**src/rtl/key_debounce.sv**
```systemverilog
// key_debounce: synchronises and debounces raw key/switch pins against a shared
// 1 ms tick. Each key gets a clean active-high level and one-cycle press and
// release pulses. The 1 ms tick is exported for reuse by other blocks.
// Optional feature: define KEY_REPEAT_EN to add per-key auto-repeat press pulses
// while a key is held.
module key_debounce #(
  parameter int unsigned CLK_IN_MHZ      = 125,
  parameter logic        KEY_POLARITY    = 1'b0,
  parameter int unsigned NUM_KEYS        = 8,
  parameter int unsigned DEBOUNCE_MS     = 10,
  parameter int unsigned REPEAT_DELAY_MS = 500,
  parameter int unsigned REPEAT_RATE_MS  = 100
) (
  input  logic                clk_i,
  input  logic                rstn_i,
  input  logic [NUM_KEYS-1:0] keys_i,
  output logic [NUM_KEYS-1:0] level_o,
  output logic [NUM_KEYS-1:0] press_o,
  output logic [NUM_KEYS-1:0] release_o,
  output logic                tick_o
);

  localparam int unsigned TICK_DIV = CLK_IN_MHZ * 1000;
  localparam int unsigned PW       = $clog2(TICK_DIV);
  localparam int unsigned CW       = $clog2(DEBOUNCE_MS);

  localparam logic [PW-1:0] PRESC_LAST = PW'(TICK_DIV - 1);
  localparam logic [CW-1:0] CNT_LAST   = CW'(DEBOUNCE_MS - 1);

  if (NUM_KEYS < 1 || NUM_KEYS > 16) begin : g_bad_num_keys
    $error("key_debounce: NUM_KEYS must be in 1..16");
  end
  if (DEBOUNCE_MS < 2 || DEBOUNCE_MS > 255) begin : g_bad_debounce
    $error("key_debounce: DEBOUNCE_MS must be in 2..255");
  end
  if (REPEAT_DELAY_MS < 1 || REPEAT_RATE_MS < 1) begin : g_bad_repeat
    $error("key_debounce: repeat intervals must be at least 1 ms");
  end

  logic [PW-1:0]       presc_q;
  logic [NUM_KEYS-1:0] sync1_q;
  logic [NUM_KEYS-1:0] sync2_q;
  logic [NUM_KEYS-1:0] sample;
  logic [NUM_KEYS-1:0] level_q;
  logic [NUM_KEYS-1:0] press_q;
  logic [NUM_KEYS-1:0] release_q;
  logic [NUM_KEYS-1:0] accept;
  logic [NUM_KEYS-1:0] rpt_pulse;
  logic [CW-1:0]       cnt_q [NUM_KEYS];

  // Free-running prescaler that wraps once per millisecond
  always_ff @(posedge clk_i or negedge rstn_i) begin
    if (!rstn_i) begin
      presc_q <= '0;
    end else if (presc_q == PRESC_LAST) begin
      presc_q <= '0;
    end else begin
      presc_q <= presc_q + 1'b1;
    end
  end

  assign tick_o = (presc_q == PRESC_LAST);

  // Two-flop synchroniser, reset to the idle pin level so reset exit looks released
  always_ff @(posedge clk_i or negedge rstn_i) begin
    if (!rstn_i) begin
      sync1_q <= {NUM_KEYS{~KEY_POLARITY}};
      sync2_q <= {NUM_KEYS{~KEY_POLARITY}};
    end else begin
      sync1_q <= keys_i;
      sync2_q <= sync1_q;
    end
  end

  // Normalise so that 1 always means pressed
  assign sample = ~(sync2_q ^ {NUM_KEYS{KEY_POLARITY}});

  // A key is accepted on the tick that completes DEBOUNCE_MS ticks of a steady new level
  always_comb begin
    accept = '0;
    for (int k = 0; k < NUM_KEYS; k++) begin
      accept[k] = tick_o && (sample[k] != level_q[k]) && (cnt_q[k] == CNT_LAST);
    end
  end

  // Per-key debounce counters and accepted level; any return to the old level restarts the count
  always_ff @(posedge clk_i or negedge rstn_i) begin
    if (!rstn_i) begin
      level_q <= '0;
      for (int k = 0; k < NUM_KEYS; k++) begin
        cnt_q[k] <= '0;
      end
    end else begin
      for (int k = 0; k < NUM_KEYS; k++) begin
        if (sample[k] == level_q[k]) begin
          cnt_q[k] <= '0;
        end else if (accept[k]) begin
          cnt_q[k]   <= '0;
          level_q[k] <= sample[k];
        end else if (tick_o) begin
          cnt_q[k] <= cnt_q[k] + 1'b1;
        end
      end
    end
  end

  // Registered one-cycle press/release pulses, aligned with the level update
  always_ff @(posedge clk_i or negedge rstn_i) begin
    if (!rstn_i) begin
      press_q   <= '0;
      release_q <= '0;
    end else begin
      press_q   <= (accept & sample) | rpt_pulse;
      release_q <= accept & ~sample;
    end
  end

`ifdef KEY_REPEAT_EN
  localparam int unsigned RPT_MAX = (REPEAT_DELAY_MS > REPEAT_RATE_MS) ? REPEAT_DELAY_MS
                                                                       : REPEAT_RATE_MS;
  localparam int unsigned RW      = (RPT_MAX < 2) ? 1 : $clog2(RPT_MAX);

  localparam logic [RW-1:0] DELAY_LAST = RW'(REPEAT_DELAY_MS - 1);
  localparam logic [RW-1:0] RATE_LAST  = RW'(REPEAT_RATE_MS - 1);

  logic [RW-1:0]       rpt_cnt_q [NUM_KEYS];
  logic [NUM_KEYS-1:0] rpt_armed_q;

  // Repeat fires when the held-key timer reaches the initial delay, then the repeat rate
  always_comb begin
    rpt_pulse = '0;
    for (int k = 0; k < NUM_KEYS; k++) begin
      rpt_pulse[k] = level_q[k] && !accept[k] && tick_o &&
                     (rpt_cnt_q[k] == (rpt_armed_q[k] ? RATE_LAST : DELAY_LAST));
    end
  end

  // Held-key timers; cleared while released and on the accepting edge itself
  always_ff @(posedge clk_i or negedge rstn_i) begin
    if (!rstn_i) begin
      rpt_armed_q <= '0;
      for (int k = 0; k < NUM_KEYS; k++) begin
        rpt_cnt_q[k] <= '0;
      end
    end else begin
      for (int k = 0; k < NUM_KEYS; k++) begin
        if (!level_q[k] || accept[k]) begin
          rpt_cnt_q[k]   <= '0;
          rpt_armed_q[k] <= 1'b0;
        end else if (rpt_pulse[k]) begin
          rpt_cnt_q[k]   <= '0;
          rpt_armed_q[k] <= 1'b1;
        end else if (tick_o) begin
          rpt_cnt_q[k] <= rpt_cnt_q[k] + 1'b1;
        end
      end
    end
  end
`else
  assign rpt_pulse = '0;
`endif

  assign level_o   = level_q;
  assign press_o   = press_q;
  assign release_o = release_q;

endmodule

```
**config.mk**
```make
export PLATFORM = sky130hd
export DESIGN_NAME = key_debounce
export DESIGN_NICKNAME = d
export VERILOG_FILES = /design/src/rtl/key_debounce.sv
export SDC_FILE = /design/constraint.sdc
export NUM_CORES = 1
export LEC_CHECK = 0
export CAP_MARGIN = 40
export CORE_UTILIZATION = 25
export DETAILED_ROUTE_END_ITERATION = 7
export HOLD_SLACK_MARGIN = 0.06
export PLACE_DENSITY = 0.53
export SLEW_MARGIN = 10
export SYNTH_ARGS = -nofsm -noshare
export SYNTH_HDL_FRONTEND = slang
export SYNTH_SLANG_ARGS = --single-unit
```
**constraint.sdc**
```tcl
create_clock -name clk_i -period 1.8 [get_ports clk_i]
set_clock_uncertainty 0.05 [all_clocks]
set_input_delay 0.36 -clock clk_i [delete_from_list [all_inputs] [get_ports clk_i]]
set_output_delay 0.36 -clock clk_i [all_outputs]
set_load 0.05 [all_outputs]
```
## Yosys cells after proc, flatten, opt, wreduce, memory -nomap -nowiden

Cells that the tools add are included.

- Bitwise operators: 12
- Order comparisons: 0
- Add/subtract/negate cells: 9
- $mul: 0
- Divide/modulo/power cells: 0
- Mux-type cells: 25
- Shift-type cells: 0
- Reductions and logical operators: 32
- Equality and inequality tests: 25

Operators by type and width:

| kind | count |
|---|---|
| $mux W4 | 24 |
| $add A4 B1 Y4 const B | 8 |
| $eq A4 B4 Y1 const B | 8 |
| $reduce_bool A3 Y1 | 8 |
| $add A17 B1 Y17 const B | 1 |
| $eq A17 B17 Y1 const B | 1 |
| $mux W17 | 1 |
| $and A8 B8 Y8 | 2 |
| $logic_and A1 B1 Y1 | 16 |
| $not A8 Y8 | 2 |
| $reduce_and A2 Y1 | 8 |
| $eq A1 B1 Y1 | 8 |
| $ne A1 B1 Y1 | 8 |
| $not A1 Y1 | 8 |

- RAM bits: 0
- Memories kept: 0
- Bits in read-only memories: 0
- Input port bits: 10
- Logic and storage cells: 124
- Bits in registers: 89
- Latch bits: 0

## Longest topological paths before layout

- Depth after elaboration: 6
- Mapped depth: 7

## Least setup slack after synthesis

Ideal clock, no wire load.

- Kind: reg2out
- Start: reg presc_q[4]
- End: out tick_o
- Path buffers: 2
- Cell stages (with the launch flop): 6
- Arrival: 1.539 ns
- Path slack: -0.149 ns
- Path through: dfrtp_1 > nor4_2 > nand4_2 > inv_2 > buf_4 > buf_2

- Word-level cells in the longest chain between the ends: 1

RTL lines:

| item | line | source |
|---|---|---|
| start, declared | 40 | `logic [PW-1:0] presc_q;` |
| start signal, assigned | 58 | `presc_q <= presc_q + 1'b1;` |
| $eq A17 B17 Y1 | 62 | `assign tick_o = (presc_q == PRESC_LAST);` |
| end, declared | 20 | `output logic tick_o` |

Every way passes these cells.

## Worst setup path after layout

- Start: reg presc_q[1]
- End: out tick_o

The elaborated chain is that of the path after synthesis.

==> metrics.md <==
| Metric | Value |
|---|---|
| Die Footprint | 0.0161 mm^2 |
| Worst path slowest cell | dfrtp_1 |
| Multiplexer area fraction after synthesis | 0.00256 |
| Area growth syn-to-layout | 44.3% |
| Largest net degree at the start of global routing | 55 |
| Remaining global-route overflow | 0 |
| Setup Viol. Count Final | 47 |
| Synth cell types | 38 |
| Leakage | 2.53 nW |
| Register area share after synthesis | 0.575 |
| Final Hold Vio Count | 0 |
| Die height | 127 um |
| Worst setup SP type | register |
| Via count | 2,963 |
| RSZ-0062 raised after global routing | yes |
| Placed standard-cell area | approximately 0.0046 mm^2 |
| Worst path bufs/invs | 4 |
| Setup ws final | -247 ps |
| Crit Path Class | register to primary output |
| Vias per inst | 4.65 |
| Syn_nets | approximately 380 |
| Antenna violations before repair | 0 |
| Worst Path Arrival | 1640 ps |
| CP most frequent cell | buf_6 |
| Largest area contributor in the netlist | dfrtp_1 |
| Chip width | 127 um |
| Total Routing Usage GR | 0.113 |
| Failing checks | setup timing |
| CP peak stage delay | 350 ps |
| Tcrit/Tclk final | 1.14 |
| Adder and majority gate portion of the synthesized area | 0.0545 |
| Mapped Cells | roughly 360 |
| First-pass GRT wire length | 14.2 mm |
| Gpl congestion | 0.736 |
| Layout cells sized above 1 | 0.423 |
| Total Wirelength | 8.46 mm |
| Share of the synthesized area in the top cell type | 0.468 |
| CP Cell Sequence | ha_2 > and4_1 > nand4_2 > buf_6 > inv_4 > buf_6 > buf_12 |
| Final Slew Violations | 0 |
| Placed insts | a little under 600 |
| CTS tree | built |
| Crit path capture type | primary output |
| Row count | 45 |
| Delay-heaviest family, CP | buffers and inverters |
| Fmax | 489 MHz |
| Initial DRC Count | 115 |
| H-tree lvl count | 3 |
| Placeable Area | 0.0152 mm^2 |
| Vias in the first global route | 2,983 |
| Ports | 35 |
| Status | finished with violations |
| Worst-path clk slew | around 70 ps |
| Hold Crit Class | register to register |
| Rel. slew slack | 0.618 |
| Worst skew pair latency | about 350 ps |
| Critical path fanouts, max | 2 |
| Warnings, synthesis | 0 |
| Synth Area in Compound Gates | 0.116 |
| Wire per inst | 13.3 um |
| Final setup TNS | -5060 ps |
| Fin nets | ~470 |
| Actual slew at the worst max-slew pin | 571 ps |
| Ant. Diodes | 0 |
| Synth area leaders | dfrtp_1, dfstp_2, ha_1 |
| DR DRC count | 0 |
| Placed wire-length estimate | around 5.1 mm |
| Synth Area per Inst | 11.0 um^2 |
| Fin area | 0.00564 mm^2 |
| Crit path time final | 2050 ps |
| TritonCTS sink count | 89 |
| Non-filler cells in the finished layout | around 640 |
| Xor/xnor share of the synthesized area | 0.0471 |
| IR drop worst, VDD | 0.000451 V |
| PD cells | 719 mW/mm^2 |
| Largest family of logic cells by synthesized area | simple AND/OR/NAND/NOR gates |
| Max clock buf depth | 2 |
| Synthesized cell area | approximately 0.0039 mm^2 |
| DR pass1 iterations | 4 |
| CTS buffer count | 9 |
| Yosys reg bits | 89 |
| PortBufs | 34 |
| ANT nets after route | 0 |
| Root Driver | clkbuf_16 |
| Max Cap Viol | 0 |
| CP Data Required Time | about 1400 ps |
| Post-Synth Simple-Gate Area | 0.169 |
| Initial Util | 0.257 |
==> timing repair <==
| action | CTS | global route |
|---|---|---|
| hold buffers | 1 | 0 |
| hold endpoints to repair | 8 | 0 |
| resized for setup | 47 | 66 |
| buffers inserted | 9 | 16 |
| cloned | 2 | 2 |
| endpoints found under the setup margin | 35 | 62 |
| pin swaps | 34 | 20 |
==> cells in the mapped netlist <==
| cell type | instances |
|---|---|
| or4b_1 | 1 |
| or4_1 | 5 |
| xor2_1 | 14 |
| a31o_2 | 7 |
| nand2_1 | 37 |
| or3_1 | 17 |
| a21oi_1 | 34 |
| and4_1 | 1 |
| a31oi_1 | 8 |
| and3_1 | 2 |
| mux2i_1 | 1 |
| nor2_1 | 21 |
| nand3_1 | 5 |
| nor4_2 | 1 |
| and2_1 | 1 |
| nor4_1 | 4 |
| nor3b_1 | 1 |
| a311oi_1 | 7 |
| clkbuf_1 | 8 |
| nand4_1 | 4 |
| ha_1 | 17 |
| inv_1 | 19 |
| or2_2 | 1 |
| buf_4 | 1 |
| nand4b_1 | 3 |
| nand4_2 | 1 |
| nor3_1 | 10 |
| and4b_1 | 1 |
| dfstp_2 | 16 |
| a41oi_1 | 7 |
| dfrtp_1 | 73 |
| nor4b_2 | 1 |
| o21ai_0 | 10 |
| inv_2 | 1 |
| buf_6 | 1 |
| and3b_1 | 5 |
| buf_2 | 3 |
| xnor2_1 | 7 |
==> layout make-up <==
cell class                 instances  area, um^2
fill                            1483        9570
clock inverter                     2        37.5
tap                              188         235
inverter                          20        77.6
sequential                        89        2250
clock buffer                      14         264
timing repair buffer              90         906
multi-input combinational        234        1870
==> registers in the layout (all words and copies together) (netlist names) <==
signal,cells
level_o,8
release_o,8
sync1_q,8
cnt_q,32
presc_q,17
sync2_q,8
press_o,8
==> layer usage <==
layer  vias up  routed length, um  global-route usage
met5         -                  0                   0
met4         0                155              0.0532
met3        12                288              0.0373
met2        29               4200               0.189
met1      1477               3810               0.131
li1       1445                  -                   -
==> power by group <==
| part | leakage, nW | internal, W | switching (W) |
|---|---|---|---|
| Sequential | 1.17 | 0.00203 | 0.0000150 |
| Clock | 0.143 | 0.00115 | 0.000762 |
| Combinational | 1.21 | 0.0000281 | 0.0000575 |
==> worst paths after layout <==
path	from	endpoint	slack [ps]	cells past startpoint
max	presc_q[1]$_DFF_PN0_	tick_o	-250	7
min	sync1_q[2]$_DFF_PN1_	sync2_q[2]$_DFF_PN1_	300	0
max reg2reg	presc_q[1]$_DFF_PN0_	cnt_q[26]$_DFFE_PN0P_	-220	8
min reg2reg	sync1_q[2]$_DFF_PN1_	sync2_q[2]$_DFF_PN1_	300	0
max in group asynchronous	rstn_i	sync1_q[1]$_DFF_PN1_	740	3
min in group asynchronous	rstn_i	level_o[3]$_DFFE_PN0P_	340	2
==> through the flow <==
step / setup WS, ps / util / total power [W] / hold slack (ps)
after CTS: -307 / 0.346 / 0.00411 / 306
after floorplan: 2.01 / - / 0.00209 / 14.4
after global routing: -330 / 0.371 / 0.00422 / 306
after detailed placement: -93.6 / 0.305 / 0.00217 / 157
after global placement: -56.5 / 0.305 / 0.00217 / 157
final: -247 / 0.371 / 0.00405 / 304
==> worst reg2reg max path: stages (launching register included) <==
cell and delay [ps]:
dfrtp_1 350, ha_2 180, and4_1 210, nand4_2 130, buf_4 160, buf_6 120, buf_6 150, or4_4 490
a21oi_2 120
==> placed cells by master, fill, tap and decap left out, types with 4 or more instances in the layout <==
cell type,synthesis,layout
or3_1,17,9
nand2_1,37,31
dfrtp_1,73,73
nand4_1,4,4
buf_8,0,6
buf_6,1,14
a31oi_1,8,8
or4_4,0,4
o21ai_0,10,8
ha_1,17,16
a311oi_1,7,4
a41oi_2,0,4
inv_1,19,19
clkbuf_16,0,11
a21oi_2,0,23
or3_4,0,8
buf_4,1,53
xor2_1,14,14
nor3_2,0,5
clkdlybuf4s50_1,0,8
buf_12,0,6
xnor2_1,7,7
nand2_4,0,6
and3b_1,5,5
dfstp_2,16,16
a31o_2,7,7
nor2_1,21,15
nor2_2,0,4
a21oi_1,34,11
nand3_1,5,5
==> cell families (layout without fill, tap and decap cells) <==
| logic type | Yosys count | after routing |
|---|---|---|
| AOI/OAI and AO/OA | 73 | 73 |
| xor gates and xnor gates | 21 | 21 |
| adders and majority gates | 17 | 17 |
| buffers and inverters | 33 | 126 |
| DFF | 89 | 89 |
| muxes | 1 | 1 |
| and+or+nand+nor | 122 | 122 |
(Power assumes the default switching activity.)
==> RTL edit 1, RTL diff (same flow settings) <==
The parameter `NUM_KEYS` goes from 8 to 16.
--- a/src/rtl/key_debounce.sv
+++ b/src/rtl/key_debounce.sv
@@ -6,7 +6,7 @@
 module key_debounce #(
   parameter int unsigned CLK_IN_MHZ      = 125,
   parameter logic        KEY_POLARITY    = 1'b0,
-  parameter int unsigned NUM_KEYS        = 8,
+  parameter int unsigned NUM_KEYS        = 16,
   parameter int unsigned DEBOUNCE_MS     = 10,
   parameter int unsigned REPEAT_DELAY_MS = 500,
   parameter int unsigned REPEAT_RATE_MS  = 100
Interface: changed (resized keys_i, level_o, press_o and release_o); port bits go from 35 to 67. No check against the original RTL was run, so the function may have changed too.
==> RTL edit 1 against the original RTL <==
  * The run still ends with setup timing left
  * Total power increased by 83%
  * Critical endpoint unchanged
  * Routed wire length up 77%
  * Area after synthesis increased by 80%
  * Sequential power is 81% higher
  * Via count is 73% higher
  * Cell area grew 70%
  * Setup slack worse by 50 ps
  * Sequential cell count up 72
  * Clock power rose by 85%
==> RTL edit 1: results (changes against the original RTL) <==
### Pwr
- net switching power figure: 1.71 mW, +100%
- power dissipated in combinational cells: 0.165 mW, +93%
- reported leakage power: 4.20 nW, +66%
- logic gate share of total power: 2.2%
- sequential share of power: 50.0%, -0.6 points
- maximum VDD drop: 0.421 mV, -6.6%

### Critical path
- CP Max Fanout: 2, unchanged
- worst path arrival time: 1690 ps, +50 ps
- highest cell delay on the worst timing path: 380 ps, +30 ps
- endpoint of the most critical register-to-register path: press_o[2]$_DFF_PN0_
- first element of the critical path: presc_q[0]$_DFF_PN0_
- Register-to-Register Setup Slack: -240 ps, -20 ps
- number of cells traversed by the worst register-to-register path: 13, +5

### Logic synthesis
- post-synthesis net count: 689, +80%
- number of unique standard cell types used by synthesis: 37, -2.6%
- Mapped Avg Cell Area: 11.0 um2, +0.21%
- dominant cells by area after synthesis: sky130_fd_sc_hd__dfrtp_1 46%, sky130_fd_sc_hd__dfstp_2 12%, sky130_fd_sc_hd__ha_1 5.9%
- most instantiated cells after synthesis: 129 x sky130_fd_sc_hd__dfrtp_1, 72 x sky130_fd_sc_hd__nand2_1, 63 x sky130_fd_sc_hd__a21oi_1
- sequential-to-total area share from yosys stat: 58.0%, +0.47 points

### Drt
- WL final: 15.0 mm, +77%
- Iteration-0 DRC Markers: 211, +83%
- total via count after detailed routing: 5,125, +73%

### GRT
- wire length of the first global-routing pass: 25.3 mm, +78%
- via count of the first global-routing pass: 5,024, +68%
- total routing usage reported by global routing: 11.0%, -0.26 points
- largest net degree at the start of global routing: 41, -25%

### Clock tree
- hold-fix buffer count after cts: 1, unchanged
- number of post-CTS setup repair buffers: 6, -3
- Clock Latency Late Sink: 420 ps, +70 ps
- number of levels in the clock H-tree: 4, +1
- post-cts resize count: 55, +17%
- CTS buffer count: 17, +8

### Timing
- final-report setup violation count: 87, +85%
- final setup margin: -297 ps, -50.4 ps
- setup total negative slack: -8360 ps, -3310 ps
- slew of the pin with the lowest slew margin: 586 ps, +15.2 ps

### Place
- gp weighted congestion: 0.767, +4.1%
- Port-buffer cells: 66, +94%
- estimated wirelength of the detail-placed design: 9.17 mm, +81%
- area after detailed placement: 8350 um2, +80%
- pre-CTS setup slack: -126 ps, -32.6 ps

### Cells and area
- non-filler cells, final: 1,138, +79%
- # nets final: 804, +71%
- Regs by FF count: cnt_q x64, presc_q x17
- share of layout cells above drive strength 1: 33.9%, -8.4 points

### Status
- failing checks: setup timing
- run status: finished with violations

### Min path
- worst hold path class: input pin to flip-flop

-- RTL edit 1: changes by cell type in the layout (fill, tap and decap cells not counted), sizes merged, moves of 9 or more --
cell and delta:
a21oi +31, a311oi +9, a31o +9, a41oi +9
buf +28, dfrtp +56, dfstp +16, ha +16
inv +20, nand2 +35, nor2 +10, or3 +16
-- RTL edit 1: worst min path at each step --
| stage | startpoint | endpoint | slack, ps | cells after the start |
|---|---|---|---|---|
| 6_report | keys_i[6] | sync1_q[6]$_DFF_PN1_ | 290 | 1 |
| 5_1_grt | keys_i[6] | sync1_q[6]$_DFF_PN1_ | 270 | 1 |
| 4_1_cts | keys_i[8] | sync1_q[8]$_DFF_PN1_ | 260 | 1 |
| 3_5_place_dp | rstn_i | level_o[8]$_DFFE_PN0P_ | 240 | 1 |
| 3_3_place_gp | rstn_i | press_o[6]$_DFF_PN0_ | 230 | 1 |
| 2_1_floorplan | rstn_i | cnt_q[0]$_DFFE_PN0P_ | 10 | 0 |
-- RTL edit 1: cell families (layout without fill, tap and decap cells) --
family | count (synthesis) | count (layout) | share of synthesized area (%)
DFF | 161 | 161 | 58.0
xor gates and xnor gates | 29 | 29 | 3.62
muxes | 1 | 1 | 0.143
AOI/OAI and AO/OA | 146 | 146 | 13.4
adders and majority gates | 33 | 33 | 5.89
buffers and inverters | 67 | 195 | 4.01
and+or+nand+nor | 201 | 201 | 14.9
-- RTL edit 1: layout make-up --
class	instances	area, um2
tap	372	465
clock inverter	13	129
timing repair buffer	127	1300
clock buffer	19	443
inverter	36	140
sequential	161	4070
multi-input combinational	410	3010
fill	2729	17700
-- RTL edit 1: metal layers --
layer  up-vias  global-route usage [%]  wire length, um
met5         -                       0                0
met4         0                    3.45              167
met3        11                    2.47              398
met2        58                    17.7             7100
met1      2547                    14.8             7290
li1       2509                       -                -
==> RTL edit 2, RTL diff (same flow settings) <==
Without the edit above. The output `press_o` loses its register stage (`press_q` becomes a continuous assignment).
--- a/src/rtl/key_debounce.sv
+++ b/src/rtl/key_debounce.sv
@@ -107,13 +107,13 @@
   // Registered one-cycle press/release pulses, aligned with the level update
   always_ff @(posedge clk_i or negedge rstn_i) begin
     if (!rstn_i) begin
-      press_q   <= '0;
       release_q <= '0;
     end else begin
-      press_q   <= (accept & sample) | rpt_pulse;
       release_q <= accept & ~sample;
     end
   end
+
+  assign press_q = (accept & sample) | rpt_pulse;
 
 `ifdef KEY_REPEAT_EN
   localparam int unsigned RPT_MAX = (REPEAT_DELAY_MS > REPEAT_RATE_MS) ? REPEAT_DELAY_MS
Behaviour: same outputs for any inputs over 10 cycles, from zero or initial values and one cycle with rstn_i low; that may be too few to reach the edited logic, so the function may still have changed.
==> RTL edit 2 against the original RTL <==
  * Area after synthesis decreased by 4.6%
  * Via count grew 0.81%
  * Critical path type unchanged
  * Clock power decreased by 12%
  * Sequential cell count shrank 8
  * Total power fell by 10%
  * The flow still finishes with violations (setup timing)
  * Routed wire length increased by 2.3%
  * Die area is 4.5% lower
  * First-iteration DRC count decreased by 2.6%
  * Setup slack worse by 290 ps
  * Largest power group unchanged
  * Cell area fell by 2.0%
==> RTL edit 2: results (changes against the original RTL) <==
### Status
- run status: finished with violations
- failing checks: setup timing

### Cells and area
- share of layout cells above drive strength 1: 39.1%, -3.2 points
- fill cell instance count of the final layout: 1,419, -4.3%
- synthesis-to-finish area growth: 48.2%
- total of clock buffers placed in the layout: 13, -1
- # nets final: 482, +2.3%
- Signal buffers: 105, +17%
- footprint of the multi-input gates: 1800 um2, -3.8%

### Logic synthesis
- xor-xnor portion of the synthesized cell area: 4.94%, +0.23 points
- post-synthesis share of cell area spent on full adders, half adders and majority gates: 5.71%, +0.26 points
- multiplexer share of the synthesized area: 0.537%, +0.28 points
- Compound-Gate Fraction of Synth Area: 11.5%, -0.15 points
- sequential-to-total area share from yosys stat: 54.9%, -2.6 points
- most instantiated cells after synthesis: 65 x sky130_fd_sc_hd__dfrtp_1, 39 x sky130_fd_sc_hd__nand2_1, 33 x sky130_fd_sc_hd__a21oi_1

### GRT
- wire length of the first global-routing pass: 14.0 mm, -1.5%

### Critical path
- first element of the critical path: presc_q[8]$_DFF_PN0_
- Register-to-Register Setup Slack: -530 ps, -310 ps
- start of the worst register-to-register path: presc_q[8]$_DFF_PN0_
- endpoint of the most critical register-to-register path: cnt_q[22]$_DFFE_PN0P_

### Timing
- final-report setup violation count: 36, -23%
- final setup margin: -541 ps, -294 ps
- fmax: 0.427 GHz, -13%

### Place
- pre-CTS setup slack: -229 ps, -136 ps
- gp weighted congestion: 0.775, +5.3%
- area after detailed placement: 4870 um2, +5.0%

### Drt
- first-pass iteration count of the detailed router: 5, +1

### Pwr
- internal power consumption: 2.85 mW, -11%

## RTL edit 2: repair_timing
action / CTS / global route
setup buffers: 8 / 15
endpoints found under the setup margin: 28 / 44
hold buffers: 1 / 0
resized for setup: 23 / 37
hold endpoints to repair: 16 / 0
cloned: 1 / 0
pin swaps: 24 / 18
## RTL edit 2: critical path, cell delays in order, from the launching register on
cell and delay [ps]:
sky130_fd_sc_hd__dfrtp_2 430, sky130_fd_sc_hd__nor4_4 320, sky130_fd_sc_hd__nand4_4 140, sky130_fd_sc_hd__inv_2 120, sky130_fd_sc_hd__buf_12 150, sky130_fd_sc_hd__nand2_1 110, sky130_fd_sc_hd__nor3_4 160, sky130_fd_sc_hd__buf_12 160
## RTL edit 2: power by group through the flow
stage                     sequential [mW]  combinational, mW  clock, mW
after floorplan                      1.90             0.0116          0
after global placement               1.90             0.0835          0
after detailed placement             1.91             0.0845          0
after CTS                            1.87             0.0879       1.75
after global routing                 1.87             0.0971       1.82
final                                1.87             0.0856       1.68
